--- src/rtl/bin_add3_arbiter.sv ---
// bin_add3_arbiter: round-robin arbiter that time-shares one registered
// 3-input adder among NUM_REQ requesters and presents the sum, together with
// the index of the requester that produced it, on a valid/ready result port.
// Optional feature: define BIN_ADD3_ARB_LOCK_EN to add the per-requester lock
// input, which lets a winner keep exclusive ownership of the adder.
module bin_add3_arbiter #(
  parameter int NUM_REQ   = 4,
  parameter int IDX_WIDTH = $clog2(NUM_REQ),
  parameter int OPA_WIDTH = 18,
  parameter int OPB_WIDTH = 18,
  parameter int OPC_WIDTH = 18,
  parameter int OUT_WIDTH = 20
) (
  input  logic                           clk,
  input  logic                           rst_n,
  input  logic [NUM_REQ-1:0]             req,
  input  logic [NUM_REQ*OPA_WIDTH-1:0]   in_a,
  input  logic [NUM_REQ*OPB_WIDTH-1:0]   in_b,
  input  logic [NUM_REQ*OPC_WIDTH-1:0]   in_c,
`ifdef BIN_ADD3_ARB_LOCK_EN
  input  logic [NUM_REQ-1:0]             lock,
`endif
  output logic [NUM_REQ-1:0]             gnt,
  output logic                           res_valid,
  input  logic                           res_ready,
  output logic [OUT_WIDTH-1:0]           res_sum,
  output logic [IDX_WIDTH-1:0]           res_id
);

  // Full-precision width of the raw sum before it is fitted to OUT_WIDTH.
  localparam int MAX_AB = (OPA_WIDTH > OPB_WIDTH) ? OPA_WIDTH : OPB_WIDTH;
  localparam int MAX_W  = (MAX_AB > OPC_WIDTH) ? MAX_AB : OPC_WIDTH;
  localparam int FULL_W = MAX_W + 2;

  // Unsigned sum of three zero-extended operands, wrapped modulo 2^OUT_WIDTH.
  function automatic logic [OUT_WIDTH-1:0] add3_wrap(
    input logic [OPA_WIDTH-1:0] a,
    input logic [OPB_WIDTH-1:0] b,
    input logic [OPC_WIDTH-1:0] c
  );
    logic [FULL_W-1:0] s;
    s = FULL_W'(a) + FULL_W'(b) + FULL_W'(c);
    return OUT_WIDTH'(s);
  endfunction

  logic                 vld_p1;
  logic [OUT_WIDTH-1:0] sum_p1;
  logic [IDX_WIDTH-1:0] id_p1;
  logic [IDX_WIDTH-1:0] rr_ptr;

  logic                 slot_free;
  logic                 win_vld;
  logic                 grant_en;
  logic [IDX_WIDTH-1:0] win_idx;
  logic [IDX_WIDTH-1:0] nxt_ptr;
  logic [NUM_REQ-1:0]   req_eff;
  logic [OPA_WIDTH-1:0] op_a_p0;
  logic [OPB_WIDTH-1:0] op_b_p0;
  logic [OPC_WIDTH-1:0] op_c_p0;

  assign slot_free = !vld_p1 || res_ready;

`ifdef BIN_ADD3_ARB_LOCK_EN
  logic                 own_vld;
  logic [IDX_WIDTH-1:0] own_idx;
  logic                 own_hold;

  // An owner only excludes others while it is still requesting.
  assign own_hold = own_vld && req[own_idx];

  // Restrict the candidate set to the owner while ownership is in force.
  always_comb begin
    req_eff = req;
    if (own_hold) req_eff = NUM_REQ'(1) << own_idx;
  end

  // Track lock ownership: taken/renewed/released on a grant, dropped with req.
  always_ff @(posedge clk or negedge rst_n) begin
    if (!rst_n) begin
      own_vld <= 1'b0;
      own_idx <= '0;
    end else if (grant_en) begin
      own_vld <= lock[win_idx];
      own_idx <= win_idx;
    end else if (own_vld && !req[own_idx]) begin
      own_vld <= 1'b0;
    end
  end
`else
  assign req_eff = req;
`endif

  // Pick the first requester at or after rr_ptr, wrapping past NUM_REQ-1.
  always_comb begin
    int j;
    win_vld = 1'b0;
    win_idx = '0;
    j       = 0;
    for (int k = 0; k < NUM_REQ; k++) begin
      j = int'(rr_ptr) + k;
      if (j >= NUM_REQ) j = j - NUM_REQ;
      if (!win_vld && req_eff[j]) begin
        win_vld = 1'b1;
        win_idx = IDX_WIDTH'(j);
      end
    end
  end

  // Grant only into a free slot and never while reset is asserted.
  always_comb begin
    grant_en = rst_n && slot_free && win_vld;
    gnt      = '0;
    if (grant_en) gnt = NUM_REQ'(1) << win_idx;
    nxt_ptr  = (win_idx == IDX_WIDTH'(NUM_REQ - 1)) ? '0 : win_idx + IDX_WIDTH'(1);
    op_a_p0  = in_a[int'(win_idx)*OPA_WIDTH +: OPA_WIDTH];
    op_b_p0  = in_b[int'(win_idx)*OPB_WIDTH +: OPB_WIDTH];
    op_c_p0  = in_c[int'(win_idx)*OPC_WIDTH +: OPC_WIDTH];
  end

  // ---- stage p0 -> p1: register the winner's sum, index and valid ----
  // Result register; loads on a grant, empties when consumed with no grant.
  always_ff @(posedge clk or negedge rst_n) begin
    if (!rst_n) begin
      vld_p1 <= 1'b0;
      sum_p1 <= '0;
      id_p1  <= '0;
    end else if (slot_free) begin
      if (grant_en) begin
        vld_p1 <= 1'b1;
        sum_p1 <= add3_wrap(op_a_p0, op_b_p0, op_c_p0);
        id_p1  <= win_idx;
      end else begin
        vld_p1 <= 1'b0;
      end
    end
  end

  // Round-robin pointer; a locking winner keeps the pointer on itself.
  always_ff @(posedge clk or negedge rst_n) begin
    if (!rst_n) begin
      rr_ptr <= '0;
    end else if (grant_en) begin
`ifdef BIN_ADD3_ARB_LOCK_EN
      rr_ptr <= lock[win_idx] ? win_idx : nxt_ptr;
`else
      rr_ptr <= nxt_ptr;
`endif
    end
  end

  assign res_valid = vld_p1;
  assign res_sum   = sum_p1;
  assign res_id    = id_p1;

endmodule

--- config.mk ---
export PLATFORM = sky130hd
export DESIGN_NAME = bin_add3_arbiter
export DESIGN_NICKNAME = d
export VERILOG_FILES = /design/src/rtl/bin_add3_arbiter.sv
export SDC_FILE = /design/constraint.sdc
export NUM_CORES = 1
export LEC_CHECK = 0
export ABC_AREA = 0
export BUFFER_PORTS_ARGS = -buffer_cell sky130_fd_sc_hd__buf_2
export CAP_MARGIN = 10
export CORE_MARGIN = 2
export CORE_UTILIZATION = 45
export CTS_BUF_LIST = sky130_fd_sc_hd__clkbuf_8
export DETAILED_ROUTE_END_ITERATION = 8
export PLACE_DENSITY = 0.81
export SETUP_SLACK_MARGIN = 0.3
export SLEW_MARGIN = 15
export SYNTH_ARGS = -nofsm -noshare
export SYNTH_HDL_FRONTEND = slang
export SYNTH_SLANG_ARGS = --single-unit
--- constraint.sdc ---
create_clock -name clk -period 6.2 [get_ports clk]
set_input_delay 0.31 -clock clk [delete_from_list [all_inputs] [get_ports clk]]
set_output_delay 0.31 -clock clk [all_outputs]
set_load 0.05 [all_outputs]
# After elaboration in Yosys (flattened, before gate mapping)

Index checks and enable logic that the tools add are counted.

Bits in registers: 25
Output and inout port bits: 27
Word-level logic and storage cells: 66

$add $sub $neg: 10
Multipliers: 1
$lt $le $gt $ge: 8
Eq/ne operators: 1
Shifts and indexed selects: 4
Multiplexer cells: 27
Reductions and logical operators: 11

Operators with widths:

| operator                                                               | number |
|---|---|
| 72-bit by 32-bit indexed part select with 18-bit output                | 2 |
| 32-bit by 4-bit < comparator with 1-bit output (second input constant) | 4 |
| 32-bit two-way mux                                                     | 4 |
| 72-bit by 8-bit indexed part select with 18-bit output                 | 1 |
| 19-bit by 18-bit adder with 20-bit output                              | 1 |
| 18-bit by 18-bit adder with 19-bit output                              | 1 |
| 1-bit two-way mux                                                      | 13 |
| 3-bit by 3-bit subtractor with 4-bit output (second input constant)    | 3 |
| 2-bit two-way mux                                                      | 5 |
| 3-bit >= comparator (second input constant)                            | 3 |
| 1-bit binary-select mux with 2-bit select                              | 4 |
| 2-bit by 2-bit adder with 3-bit output (second input constant)         | 2 |
| 2-bit by 4-bit multiplier with 6-bit output (second input constant)    | 1 |
| 1-bit logical AND                                                      | 5 |
| 1-bit zero test                                                        | 4 |
| 4-bit two-way mux                                                      | 1 |
| 1-bit by 2-bit << shifter with 4-bit output (first input constant)     | 1 |
| 2-bit by 3-bit subtractor with 4-bit output (second input constant)    | 1 |
| 2-bit by 1-bit adder with 3-bit output (second input constant)         | 1 |
| 2-bit by 3-bit >= comparator with 1-bit output (second input constant) | 1 |
| 2-bit by 1-bit adder with 2-bit output (second input constant)         | 1 |
| 2-bit == test (second input constant)                                  | 1 |
| 2-bit AND reduction                                                    | 1 |
| 1-bit logical OR                                                       | 1 |

# Logic depth before layout (Yosys ltp)

Gate-level depths: netlist (run 1).

Depth after elaboration: 19
Gate-level depth with buffers: 18
Mapped depth without buffers: 15

# Worst setup path before layout (run 1)

OpenSTA, ideal clock, no wires.

Kind: reg-to-reg
From: register rr_ptr[1]
To: register sum_p1[13] (netlist: res_sum[13])
Library setup time: 0.069 ns
Arrival: 3.859 ns
Required time: 6.131 ns
Path slack: 2.271 ns
Stages on the path, launching flop included: 18
Buffers on the path: 3
Period minus slack after synthesis: 3.929 ns
Path through: dfrtp_1 -> mux2i_1 -> a211o_1 -> buf_2 -> buf_6 -> buf_6 -> mux2i_1 -> mux2_2 -> fa_1 -> inv_1 -> ha_1 -> inv_1 -> fa_1 -> nor2b_1 -> o31ai_2 -> a221o_1 -> or4_1 -> nand3_1

Word-level cells in the longest chain between the ends: 19
Elaborated cells between the ends (all ways): 49
Those cells by class: add/sub (9); mul (1); order compare (4); shift (3); mux (24); reduce/logical (8)

Ends and longest elaborated chain:

| item                                                                                 | line | text |
|---|---|---|
| from (decl)                                                                          | 49   | `logic [IDX_WIDTH-1:0] rr_ptr;` |
| from (signal assigned)                                                               | 146  | `rr_ptr <= nxt_ptr;` |
| branches (longest 19 deep; another with 3-bit by 3-bit subtractor with 4-bit output) | -    |  |
| to (signal assigned)                                                                 | 130  | `sum_p1 <= add3_wrap(op_a_p0, op_b_p0, op_c_p0);` |
| to (decl)                                                                            | 47   | `logic [OUT_WIDTH-1:0] sum_p1;` |

Parallel ways; which one is timed is not known. The select of a mux whose other input is x is not followed.
A chain may end at the register's enable or synchronous reset.

# Worst setup path in the final report (run 1)

From: register rr_ptr[1]
To: register sum_p1[17] (netlist: res_sum[17])

The elaborated chain is that of the path after synthesis.

==> results of run 1 <==
power by group:
| group | total [mW] | switching [mW] | leakage, nW | internal [mW] |
|---|---|---|---|---|
| registers | 0.292 | 0.0490 | 0.304 | 0.243 |
| clock network | 0.0929 | 0.0487 | 0.0269 | 0.0442 |
| logic | 2.89 | 1.77 | 2.82 | 1.12 |
metal layers:
| layer | track usage | share of wire |
|---|---|---|
| met5 | 0 | 0 |
| met4 | 0.07490 | 0.019 |
| met3 | 0.03562 | 0.067 |
| met2 | 0.4337 | 0.51 |
| met1 | 0.2740 | 0.40 |
cell usage in the layout, fill, tap and decap left out, types with 4 or more instances in the layout:
| cell | netlist | final |
|---|---|---|
| and2_1 | 4 | 4 |
| nor3_1 | 5 | 5 |
| buf_4 | 2 | 6 |
| mux2_2 | 52 | 52 |
| a21oi_1 | 21 | 21 |
| nor2_1 | 10 | 10 |
| xor2_1 | 5 | 5 |
| a21o_1 | 5 | 5 |
| a211oi_1 | 6 | 6 |
| mux2i_1 | 113 | 113 |
| buf_2 | 12 | 249 |
| nor4_1 | 4 | 4 |
| o21a_1 | 5 | 5 |
| nand4_1 | 9 | 9 |
| fa_1 | 19 | 19 |
| nand2_1 | 42 | 42 |
| inv_1 | 40 | 41 |
| o21ai_0 | 16 | 16 |
| nand3_1 | 7 | 7 |
| ha_1 | 21 | 21 |
| dfrtp_1 | 25 | 25 |
area by class of cell:
type,instances,area (µm²),share of cell area
well taps,133,166.4,0.02889
inverters,40,150.1,0.02607
clock buffers,3,41.29,0.007169
flip-flops and latches,25,625.6,0.1086
multi-input cells,390,3458,0.6005
repair buffers,256,1311,0.2277
diodes,1,2.502,0.0004345
clock inverters,1,3.754,0.0006517
cells by family after synthesis:
family	after synthesis
AO/OA/AOI/OAI	81
buffers and inverters	76
flip-flops	25
multiplexers	165
adder cells (fa/ha/maj)	40
AND/OR/NAND/NOR	97
XOR/XNOR	7
critical path, stage by stage, from the launching register on:
cell and delay [ns]:
dfrtp_1 0.48, nand2_1 0.11, a21oi_1 0.21, a211o_4 0.63
buf_4 0.44, mux2i_1 0.13, mux2_2 0.32, fa_1 0.51
inv_1 0.04, ha_1 0.43, nand4_1 0.37, or2_1 0.35
or4_1 0.47, nand4_1 0.11
worst min path at each step:
stage / start / endpoint / slack [ns]
after floorplan: rst_n / res_id[0]$_DFFE_PN0P_ / 0.01
after global routing: rst_n / res_sum[17]$_DFFE_PN0P_ / 0.1
after detailed placement: rst_n / res_sum[10]$_DFFE_PN0P_ / 0.35
after global placement: rst_n / res_sum[10]$_DFFE_PN0P_ / 0.34
after CTS: rst_n / res_sum[0]$_DFFE_PN0P_ / 0.06
final: rst_n / res_sum[17]$_DFFE_PN0P_ / 0.04
flip-flops by register name (all words and copies together), names as in the netlist:
signal	flops
res_id	2
res_sum	20
res_valid	1
rr_ptr	2
==> summary.txt, run 1 <==
Worst setup path
  • Crit path to: res_sum[17]$_DFFE_PN0P_
  • Worst setup path start: rr_ptr[1]$_DFFE_PN0P_
  • CP Data Arrival Time: 4.90 ns
  • R2R Path End: res_sum[17]$_DFFE_PN0P_
  • Register-to-Register Path Depth: 13
  • Critical Path RT: 6.40 ns
  • Critical path fanouts, max: 49
  • Reg2reg setup slack: 1.49 ns
  • Critical Path Sink Type: flop
  • Startpoint class of the critical path: flop
  • Worst r2r src: rr_ptr[1]$_DFFE_PN0P_
  • Worst Path Class, Setup: flop to flop

Placed design
  • Placed insts: 844
  • # port buffers: 249
  • Detailed Place HPWL: 10820 µm
  • Placed Area: 0.005712 mm²
  • Routability cong.: 0.9536
  • Dpl ws: 1.557 ns

CTS
  • Hold-fix buffers, CTS: 0
  • Clock tree root driver cell: clkbuf_8
  • Max clock buf depth: 2
  • Post-CTS sizing: 0
  • H-tree depth: 1
  • Post-CTS Setup Bufs: 0
  • Clk sinks: 25
  • Clk_lat worst skew: 0.26 ns
  • Reg clk slew, reported paths: 0.09 ns
  • Number of buffers created by CTS: 3
  • CTS tree: built

GRT
  • Total GRT Usage: 0.2336
  • Largest net degree at the start of global routing: 50
  • Gr ovfl total: 0
  • Initial antenna violation count: 1
  • Vias in the first global route: 4473
  • First-pass GRT wire length: 20090 µm

Synthesis
  • Synth Area in XOR/XNOR: 0.01380
  • Mean Syn Cell Area: 9.046 µm²
  • Synth area leaders: mux2i_1 (25%), dfrtp_1 (14%), mux2_2 (13%), fa_1 (8.6%), ha_1 (5.9%)
  • Synth warn: 0
  • Mux cell area share after synthesis: 0.3865
  • Compound-gate portion of the synthesized area: 0.1214
  • Post-Syn Instances: 491
  • Largest area contributor in the netlist: mux2i_1
  • Most frequent cells after synthesis: mux2i_1 (113), mux2_2 (52), nand2_1 (42)
  • Register area share after synthesis: 0.1408
  • FF+latch count, synth: 25
  • Synthesized area: 0.004442 mm²
  • EDFF count, synth: 0
  • Adder-cell share of the synthesized area: 0.1448
  • Synthesized net count: 754
  • Largest family of logic cells by synthesized area: multiplexers
  • Yosys top cell area share: 0.2546
  • Simple-gate area share of the yosys netlist: 0.1062
  • Distinct cell type count after synthesis: 54
  • Async set or reset register ratio after synthesis: 1.000
  • Primary FF master, synth: dfrtp_1
  • Most numerous cell in the Yosys netlist: mux2i_1

Drt
  • Antenna Nets Post-Route: 0
  • DRC viols: 0
  • Initial detailed-routing violation count: 171
  • Detailed-route wire length: 12900 µm
  • Via density: 5.221
  • First-pass iteration count of the detailed router: 4
  • Routed wire per std cell: 15.19 µm
  • Via count: 4433

Cells and area
  • Share of layout cells above drive strength 1: 0.4434
  • Layout Utilization: 0.5947
  • Layout area overhead: 29.66%
  • Finished Cell Area: 0.005759 mm²
  • # nets final: 979
  • Non-Filler Instances: 849
  • FILL cells: 880

Timing
  • Worst Hold Slack: 0.04271 ns
  • Setup TNS: 0 ns
  • Worst Clk Skew: 0.002235 ns
  • Slew at the pin closest to its max-slew limit: 0.7901 ns
  • RSZ-0062 raised after global routing: false
  • Period minus WS final: 4.709 ns
  • Endpoints failing setup: 0
  • Final slew viol count: 0
  • Worst slew margin: 0.4732
  • Final hold vios: 0
  • Fmax: 212.4 MHz
  • Setup ws final: 1.491 ns
  • Tcrit/Tclk final: 0.7595

Die
  • Die width: 103.4 µm
  • Ports: 250
  • DIE HEIGHT: 103.4 µm
  • Rows: 36
  • Starting Density: 0.4587
  • CORE AREA: 0.009684 mm²
  • Die area: 0.01068 mm²

Worst hold path
  • Hold Path Class: primary input to asynchronous set/reset pin

Flow run
  • Max_cap viols: 0

Power and ir drop
  • VDD IR-drop max: 281.5 µV
  • PnR Total Power: 3.277 mW
  • Total leakage power: 3.153 nW
  • Power density over cell area: 569.1 mW/mm²

Status
  • Status: completed
(Power assumes the default switching activity.)
==> run 2, diff against run 1 <==
==> constraint.sdc (replaced) <==
create_clock -name clk -period 4.4 [get_ports clk]
set_input_delay 0.22 -clock clk [delete_from_list [all_inputs] [get_ports clk]]
set_output_delay 0.22 -clock clk [all_outputs]
set_load 0.05 [all_outputs]
==> run 2 against run 1 <==
  * Clock-buffer cell count did not move
  * Die area did not move
  * Hold slack improved by 0.20 ns
  * Global-route usage rose by 0.32 points
  * Critical endpoint is now res_sum[13]$_DFFE_PN0P_
  * Sequential power rose by 40%
==> summary.txt, run 2 (same netlist as run 1, synthesis figures left out) <==
Die
  • DIE HEIGHT: 103.4 µm
  • CORE AREA: 0.009684 mm²
  • Rows: 36
  • Die area: 0.01068 mm²
  • Ports: 250
  • Starting Density: 0.4587
  • Die width: 103.4 µm

Drt
  • Via density: 5.306
  • DRC viols: 0
  • Via count: 4611
  • Initial detailed-routing violation count: 194
  • Routed wire per std cell: 15.82 µm
  • First-pass iteration count of the detailed router: 4
  • Antenna Nets Post-Route: 0
  • Detailed-route wire length: 13750 µm

Placed design
  • # port buffers: 249
  • Detailed Place HPWL: 11070 µm
  • Placed Area: 0.005824 mm²
  • Routability cong.: 1.005
  • Placed insts: 854

Timing
  • Fmax: 247.7 MHz
  • Endpoints failing setup: 0
  • Final hold vios: 0
  • Worst Clk Skew: 0.007234 ns
  • Period minus WS final: 4.037 ns
  • Slew at the pin closest to its max-slew limit: 0.6195 ns
  • Final slew viol count: 0
  • Worst slew margin: 0.5870
  • Worst Hold Slack: 0.2451 ns
  • Setup TNS: 0 ns
  • RSZ-0062 raised after global routing: true
  • Tcrit/Tclk final: 0.9174

CTS
  • Reg clk slew, reported paths: 0.09 ns
  • H-tree depth: 1
  • Clk_lat worst skew: 0.27 ns
  • CTS tree: built
  • Clock tree root driver cell: clkbuf_8
  • Clk sinks: 25
  • Number of buffers created by CTS: 3
  • Max clock buf depth: 2

Flow run
  • Max_cap viols: 0

Worst setup path
  • Critical path fanouts, max: 7
  • Startpoint class of the critical path: flop
  • CP Data Arrival Time: 4.24 ns
  • Worst Path Class, Setup: flop to flop
  • Critical Path Sink Type: flop
  • Critical Path RT: 4.60 ns

Power and ir drop
  • Power density over cell area: 836.2 mW/mm²
  • Total leakage power: 3.284 nW
  • VDD IR-drop max: 452.5 µV

Status
  • Status: completed

GRT
  • Largest net degree at the start of global routing: 41
  • Gr ovfl total: 0
  • First-pass GRT wire length: 20280 µm
  • Total GRT Usage: 0.2368
  • Initial antenna violation count: 0
  • Vias in the first global route: 4609

Cells and area
  • Non-Filler Instances: 869
  • Finished Cell Area: 0.006120 mm²
  • Max reg flops: 20
  • # nets final: 999
  • Leading cell type in the layout, fill and taps excluded: buf_2
  • Share of layout cells above drive strength 1: 0.4871
  • Layout area overhead: 37.77%
  • Most frequent cells in the layout: buf_2 (249), mux2i_1 (112), mux2_2 (52)

Worst hold path
  • Hold Path Class: primary input to flop
## run 2: changes by cell type in the layout (fill, tap and decap cells not counted), moves of 3 or more
cell	change
buf_4	+11
ha_1	-5
a21oi_1	-4
a21oi_2	+4
buf_12	+4
ha_4	+3
## run 2: final timing paths
check	startpoint	to	slack, ns	depth (start not counted)
worst min-delay path	res_ready	res_valid$_DFFE_PN0N_	0.25	3
max in group asynchronous	rst_n	rr_ptr[1]$_DFFE_PN0P_	3.48	2
min in group asynchronous	rst_n	res_sum[14]$_DFFE_PN0P_	0.49	2
worst max-delay path	rr_ptr[1]$_DFFE_PN0P_	res_sum[13]$_DFFE_PN0P_	0.36	14
worst min register to register	res_sum[0]$_DFFE_PN0P_	res_sum[0]$_DFFE_PN0P_	0.48	2
worst max register to register	rr_ptr[1]$_DFFE_PN0P_	res_sum[13]$_DFFE_PN0P_	0.36	14
## run 2: repair_timing
action	CTS	global route
cloned	0	3
gates resized for setup	3	23
endpoints found under the setup margin	7	11
setup buffers	3	3
hold buffers	1	0
hold endpoints to repair	25	0
pin swaps	3	6
## run 2: where the power goes
part / leakage [nW] / total [mW] / internal, mW / switching, mW
Clock: 0.0217 / 0.140 / 0.0642 / 0.0755
Combinational: 2.96 / 4.57 / 1.90 / 2.66
Sequential: 0.303 / 0.409 / 0.344 / 0.0658
Total: 3.28 / 5.12 / 2.31 / 2.81
## run 2: per-layer routing
layer	track usage	wire length [µm]	vias to the layer above
met5	0	0	-
met4	0.06680	254	0
met3	0.03427	860	28
met2	0.4521	7127	177
met1	0.2721	5503	2140
li1	-	-	2266
## run 2: layout make-up
cell class                 instances  area [µm²]
sequential                        25       626.9
timing repair buffer             275        1545
antenna                            1       2.502
fill                             841        3565
clock inverter                     1       7.507
tap                              133       166.4
inverter                          40       150.1
multi-input combinational        391        3580
clock buffer                       3       41.29
## run 2: critical path: stages (launching register included)
cell     delay (ns)
dfrtp_2        0.48
mux2i_2        0.20
a211o_4        0.43
buf_12         0.17
buf_4          0.15
mux2i_1        0.12
mux2_2         0.28
fa_1           0.55
inv_1          0.05
ha_2           0.39
a21o_1         0.17
nor2_1         0.06
a221o_1        0.36
or4_1          0.49
nand3_1        0.10
## run 2: per-stage QoR
step / setup slack (ns) / utilization / power (mW)
finish: 0.3634 / 0.6319 / 5.117
detailed placement: 0.2304 / 0.6014 / 4.602
global placement: 0.2747 / 0.6014 / 4.557
floorplan: 0.4713 / - / 3.568
CTS: 0.3108 / 0.6120 / 4.817
global route: 0.2187 / 0.6317 / 5.638
